===== src/rtl/scalable_window_reducer.sv =====
// Per-core windowed signed accumulators reduced by a pipelined binary adder tree.
// Optional REDUCER_SATURATE_EN: saturating adds instead of wrapping adds.
module scalable_window_reducer #(
  parameter int unsigned CORE_COUNT   = 4,
  parameter int unsigned SAMPLE_WIDTH = 16,
  parameter int unsigned RESULT_WIDTH = 32,
  parameter int unsigned WINDOW_LEN   = 8
) (
  input  logic                               clk,
  input  logic                               reset,
  input  logic                               sample_valid,
  output logic                               sample_ready,
  input  logic [CORE_COUNT*SAMPLE_WIDTH-1:0] sample_data,
  output logic                               result_valid,
  input  logic                               result_ready,
  output logic [RESULT_WIDTH-1:0]            result_data,
  output logic                               result_overflow
);

  localparam int unsigned LEVELS = (CORE_COUNT > 1) ? $clog2(CORE_COUNT) : 0;
  localparam int unsigned LEAVES = 1 << LEVELS;
  localparam int unsigned CW     = (WINDOW_LEN > 1) ? $clog2(WINDOW_LEN) : 1;
  localparam int unsigned RCW    = (LEVELS > 0) ? $clog2(LEVELS + 1) : 1;
  localparam int unsigned RW     = RESULT_WIDTH;

  typedef enum logic [1:0] {ACCUM, REDUCE, OUTPUT} stateT;

  stateT            state, stateNext;
  logic [CW-1:0]    beatCnt;
  logic [RCW-1:0]   redCnt;
  logic             winOvf;
  logic             beat, lastBeat, reduceDone, readyNext, validNext;
  logic [CORE_COUNT-1:0] accOvf;
  logic [LEVELS:0]  lvlOvf;
  logic [RW-1:0]    accSum [LEAVES];

  // Signed add returning {overflow, sum}; wraps or saturates depending on build.
  function automatic logic [RW:0] addOp(input logic [RW-1:0] a, input logic [RW-1:0] b);
    logic [RW:0] wide;
    logic        ovf;
    wide = {a[RW-1], a} + {b[RW-1], b};
    ovf  = wide[RW] ^ wide[RW-1];
`ifdef REDUCER_SATURATE_EN
    if (ovf) wide[RW-1:0] = wide[RW] ? {1'b1, {(RW-1){1'b0}}} : {1'b0, {(RW-1){1'b1}}};
`endif
    return {ovf, wide[RW-1:0]};
  endfunction

  assign beat       = sample_valid && sample_ready;
  assign lastBeat   = beat && (beatCnt == CW'(WINDOW_LEN - 1));
  assign reduceDone = (state == REDUCE) && (redCnt == RCW'(LEVELS));

  // Per-core accumulators; padding leaves are constant zero.
  for (genvar i = 0; i < LEAVES; i++) begin : gCore
    if (i < CORE_COUNT) begin : gReal
      logic [RW-1:0] acc;
      logic [RW:0]   sumW;
      assign sumW      = addOp(acc, RW'(signed'(sample_data[i*SAMPLE_WIDTH +: SAMPLE_WIDTH])));
      assign accOvf[i] = sumW[RW];
      assign accSum[i] = sumW[RW-1:0];
      always_ff @(posedge clk) begin
        if (reset)         acc <= '0;
        else if (lastBeat) acc <= '0;
        else if (beat)     acc <= sumW[RW-1:0];
      end
    end else begin : gPad
      assign accSum[i] = '0;
    end
  end

  // Adder tree: level 0 holds the window totals, level k is written once its inputs are valid.
  for (genvar k = 0; k <= LEVELS; k++) begin : gLvl
    localparam int unsigned N = LEAVES >> k;
    logic [RW-1:0] node [N];
    if (k == 0) begin : gLeaf
      assign lvlOvf[0] = 1'b0;
      always_ff @(posedge clk) begin
        for (int j = 0; j < N; j++) begin
          if (reset)         node[j] <= '0;
          else if (lastBeat) node[j] <= accSum[j];
        end
      end
    end else begin : gAdd
      logic [N-1:0]  addOvf;
      logic [RW-1:0] addSum [N];
      logic          lvlHit;
      for (genvar j = 0; j < N; j++) begin : gNode
        logic [RW:0] w;
        assign w         = addOp(gLvl[k-1].node[2*j], gLvl[k-1].node[2*j+1]);
        assign addOvf[j] = w[RW];
        assign addSum[j] = w[RW-1:0];
      end
      assign lvlHit    = (state == REDUCE) && (redCnt == RCW'(k - 1));
      assign lvlOvf[k] = lvlHit && (|addOvf);
      always_ff @(posedge clk) begin
        for (int j = 0; j < N; j++) begin
          if (reset)       node[j] <= '0;
          else if (lvlHit) node[j] <= addSum[j];
        end
      end
    end
  end

  always_ff @(posedge clk) begin
    if (reset) state <= ACCUM;
    else       state <= stateNext;
  end

  always_comb begin
    stateNext = state;
    case (state)
      ACCUM:   if (lastBeat) stateNext = REDUCE;
      REDUCE:  if (reduceDone) stateNext = OUTPUT;
      OUTPUT:  if (result_ready) stateNext = ACCUM;
      default: stateNext = ACCUM;
    endcase
  end

  always_comb begin
    readyNext = 1'b0;
    validNext = 1'b0;
    readyNext = (stateNext == ACCUM);
    validNext = (stateNext == OUTPUT);
  end

  // Handshake flags track the next state so they line up with the state register.
  always_ff @(posedge clk) begin
    if (reset) begin
      sample_ready <= 1'b0;
      result_valid <= 1'b0;
    end else begin
      sample_ready <= readyNext;
      result_valid <= validNext;
    end
  end

  always_ff @(posedge clk) begin
    if (reset) begin
      beatCnt <= '0;
      redCnt  <= '0;
    end else begin
      if (beat) beatCnt <= lastBeat ? '0 : beatCnt + CW'(1);
      redCnt <= (state == REDUCE && !reduceDone) ? redCnt + RCW'(1) : '0;
    end
  end

  // Window overflow is sticky from the first accumulate until the result is taken.
  always_ff @(posedge clk) begin
    if (reset)                                winOvf <= 1'b0;
    else if (state == OUTPUT && result_ready) winOvf <= 1'b0;
    else if (beat && (|accOvf))               winOvf <= 1'b1;
    else if (state == REDUCE && (|lvlOvf))    winOvf <= 1'b1;
  end

  always_ff @(posedge clk) begin
    if (reset) begin
      result_data     <= '0;
      result_overflow <= 1'b0;
    end else if (reduceDone) begin
      result_data     <= gLvl[LEVELS].node[0];
      result_overflow <= winOvf;
    end else if (state == OUTPUT && result_ready) begin
      result_overflow <= 1'b0;
    end
  end

endmodule


===== config.mk =====
export PLATFORM = sky130hd
export DESIGN_NAME = scalable_window_reducer
export DESIGN_NICKNAME = d
export VERILOG_FILES = /design/src/rtl/scalable_window_reducer.sv
export SDC_FILE = /design/constraint.sdc
export NUM_CORES = 1
export LEC_CHECK = 0
export BUFFER_PORTS_ARGS = -buffer_cell sky130_fd_sc_hd__buf_4
export CORE_MARGIN = 3
export CORE_UTILIZATION = 56
export DETAILED_ROUTE_END_ITERATION = 16
export PLACE_DENSITY = 0.83
export SETUP_SLACK_MARGIN = 0.1
export SYNTH_ARGS = -nofsm -noshare
export SYNTH_HDL_FRONTEND = slang
export SYNTH_SLANG_ARGS = --single-unit

===== constraint.sdc =====
create_clock -name clk -period 6.4 [get_ports clk]
set_clock_uncertainty 0.1 [all_clocks]
set_input_delay 0.96 -clock clk [delete_from_list [all_inputs] [get_ports clk]]
set_output_delay 0.96 -clock clk [all_outputs]
set_load 0.1 [all_outputs]

==> impl_metrics.ini <==
[timing]
grt_setup_unrepaired = false
hold-worst-slack_ps = 356
hold_violations = 0
finalSetupViolations = 0
finalCriticalPeriod_ps = 4120
fmax_mhz = 242
final_max_slew_viol_count = 0
relSlewSlack = 0.244
fin_crit_sh = 0.644
tightestPinTransition_ps = 1120
tns_ps = 0

[place]
dpl_cell_area_um2 = 25800
portBuffers = 102
dp.final_hpwl_mm = 42.2
gp_congestion = 0.941

[power_and_ir_drop]
p_leak_nw = 11.5
peakVddDrop_mv = 0.175
powerDensity_nw_per_um2 = 244

[synthesis]
avgSynthCellArea_um2 = 9.19
synth_adder_area_share = 0.123
synth.area.top_cells = edfxtp_1 27%, dfxtp_1 14%, ha_1 12%, nor2_1 7.0%, a21oi_1 6.7%
synth_top_flop_cell = edfxtp_1
yosys.area.top_type_share = 0.274
synth-edff-count = 224
synth_compound_area_frac = 0.201
synthCells = 2668
synthTopCellsByCount = 456 x nor2_1, 327 x a21oi_1, 229 x ha_1, 224 x edfxtp_1, 220 x nand2_1
mappedNetlistArea_um2 = 24500
synthMuxAreaShare = 0.00168
synth_seq_cells = 395
yosys_warnings = 0
synthMostInstantiatedCell = nor2_1
synth_top_family_by_area = compound AO/OA/AOI/OAI gates
yosysSeqAreaShare = 0.414
synthXorXnorAreaFrac = 0.0700
yosysTopAreaCell = edfxtp_1
async_reset_ff_frac = 0
ys_types = 97
yosys.area_share.simple = 0.170
synth_nets = 2972

[clocking]
clk_pin_slew_ps = 70
post_cts_resize_count = 0
root_buffer = clkbuf_16
post_cts_buffers = 0
cts-hold-fix-buffers = 0
clk_path_buf_depth = 3
clock_latency_ps = 570
cts_sinks = 395
cts_tree = yes
htreeDepth = 2
cts_buffers = 41

[final_layout]
antennaDiodeCount = 0
nFillCells = 3485
area_growth_syn_to_layout_pct = 11.0
stdcell_area_um2 = 27200
nNetsFinal = 3035
drive_gt1_frac = 0.0847

[setup_path]
crit_chain = ha_1 -> a21o_1 -> a21o_1 -> a21oi_1 -> nor2_1 -> a211oi_1 -> mux2i_1 -> o211ai_1 -> o311ai_0 -> nand4b_1 -> o21ai_1 -> o211ai_1
critPathMaxFanout = 5
crit_path_end_kind = flip-flop
critical-path-max-stage-delay_ps = 970
arrival_ps = 4450
cp.required_ps = 6720
crit_buf_inv = 0
path_delay_family = compound AO/OA/AOI/OAI gates
start_kind = flip-flop
cp_slowest_cell = o311ai_0
critPathKind = flip-flop to flip-flop

[grt]
grt_max_degree = 126
grt_usage = 0.240
antenna_found_initial = 0
grt_pass1_wl_mm = 92.6
grt_overflow = 0
first_global_vias = 18541

[die]
die_w_um = 215
rows = 76
dieArea_um2 = 46300
fp.dieH_um = 215
start_util = 0.568
io_pins = 103
fp.coreArea_um2 = 43200

[routing]
vias = 19877
vias_per_cell = 5.94
drt-total-wl_mm = 57.1
ant_nets = 0
drtIter0Drc = 1979
remaining_drc_errors = 0
wl_per_cell_um = 17.1
drtPass1Iterations = 5

[outcome]
status = finished, final reports clean

[flow_run]
maxCapViolations = 0

[worst_hold_path]
hold_path.class = flip-flop to flip-flop
-- final cells by class --
class,instances,area [µm²],share of cell area
Multi-Input combinational cell,2138,13900,0.510
Sequential cell,395,10100,0.373
Clock buffer,52,1140,0.0418
Timing Repair Buffer,112,841,0.0309
Tap cell,585,732,0.0269
Clock inverter,23,309,0.0114
Inverter,43,169,0.00621
-- path summary, 6_finish.rpt --
path | startpoint | depth (start not counted) | slack, ps | to
max | gLvl[1].node[1][24] | 12 | 2280 | winOvf
min reg2reg | result_data[8] | 2 | 360 | result_data[8]
max reg2reg | gLvl[1].node[1][24] | 12 | 2280 | winOvf
min | result_data[8] | 2 | 360 | result_data[8]
-- cell families after synthesis --
logic type / count (synthesis)
adders and majority gates: 236
buffers and inverters: 135
DFF: 395
xor gates and xnor gates: 196
muxes: 4
and+or+nand+nor: 935
AOI/OAI and AO/OA: 767
-- layer usage --
| metal | GRT usage | part of all wire | up-vias |
|---|---|---|---|
| met2 | 0.387 | 0.46 | 653 |
| met4 | 0.0701 | 0.025 | 0 |
| li1 | - | - | 9785 |
| met1 | 0.340 | 0.45 | 9335 |
| met3 | 0.0338 | 0.069 | 104 |
| met5 | 0 | 0 | - |
-- flip-flops by register name (all words and copies together) (netlist names) --
signal and flops:
winOvf 1, sample_ready 1, result_data 32, result_overflow 1
state 2, redCnt 2, beatCnt 3, gLvl.node 224
result_valid 1, gCore.gReal.acc 128
-- worst min-delay path: stages (launching register included) --
cell     delay [ps]
dfxtp_1         310
nand2_1          50
a21oi_1          50
-- through the flow --
| stage | setup WS, ps | util | cells | total power, mW |
|---|---|---|---|---|
| 2_1_floorplan | 148 | - | 2668 | 3.80 |
| 3_3_place_gp | 2110 | 0.597 | 3273 | 4.05 |
| 3_5_place_dp | 2050 | 0.597 | 3273 | 4.09 |
| 4_1_cts | 2460 | 0.630 | 3348 | 6.65 |
| 5_1_grt | 2250 | 0.630 | 3348 | 6.91 |
| 6_report | 2280 | 0.630 | 3348 | 6.63 |
-- cells in the final DEF (no fill, tap or decap), drive strengths merged, types with 6 or more instances in the layout --
| cell type | synthesis | final |
|---|---|---|
| clkinv | 1 | 11 |
| nand2 | 220 | 220 |
| a221oi | 8 | 8 |
| edfxtp | 224 | 224 |
| nand2b | 25 | 25 |
| fa | 7 | 7 |
| nor3 | 34 | 34 |
| a211o | 9 | 9 |
| a21boi | 7 | 7 |
| clkbuf | 81 | 52 |
| nor2b | 15 | 15 |
| bufinv | 0 | 7 |
| o21bai | 28 | 28 |
| a21o | 95 | 95 |
| a2111oi | 8 | 8 |
| o211ai | 18 | 18 |
| o31ai | 13 | 13 |
| buf | 11 | 112 |
| nand4 | 23 | 23 |
| dfxtp | 171 | 171 |
| inv | 42 | 45 |
| nor4 | 9 | 9 |
| and2 | 41 | 41 |
| nand3 | 38 | 38 |
| or2 | 12 | 12 |
| o21ai | 117 | 117 |
| nor2 | 457 | 457 |
| and3 | 22 | 22 |
| a211oi | 36 | 36 |
| a21oi | 329 | 329 |
| xor2 | 81 | 81 |
| xnor2 | 115 | 115 |
| or3 | 11 | 11 |
| o21a | 31 | 31 |
| and4 | 7 | 7 |
| o311ai | 6 | 6 |
| a31oi | 20 | 20 |
| ha | 229 | 229 |
-- power breakdown --
| group | switching, mW | leakage (nW) | internal (mW) | total, mW |
|---|---|---|---|---|
| clock network | 1.02 | 0.704 | 1.55 | 2.56 |
| registers | 0.0611 | 3.71 | 2.79 | 2.85 |
| logic | 0.740 | 7.10 | 0.483 | 1.22 |
| total | 1.82 | 11.5 | 4.82 | 6.63 |
Note: power is estimated with default switching activity, not from simulation.
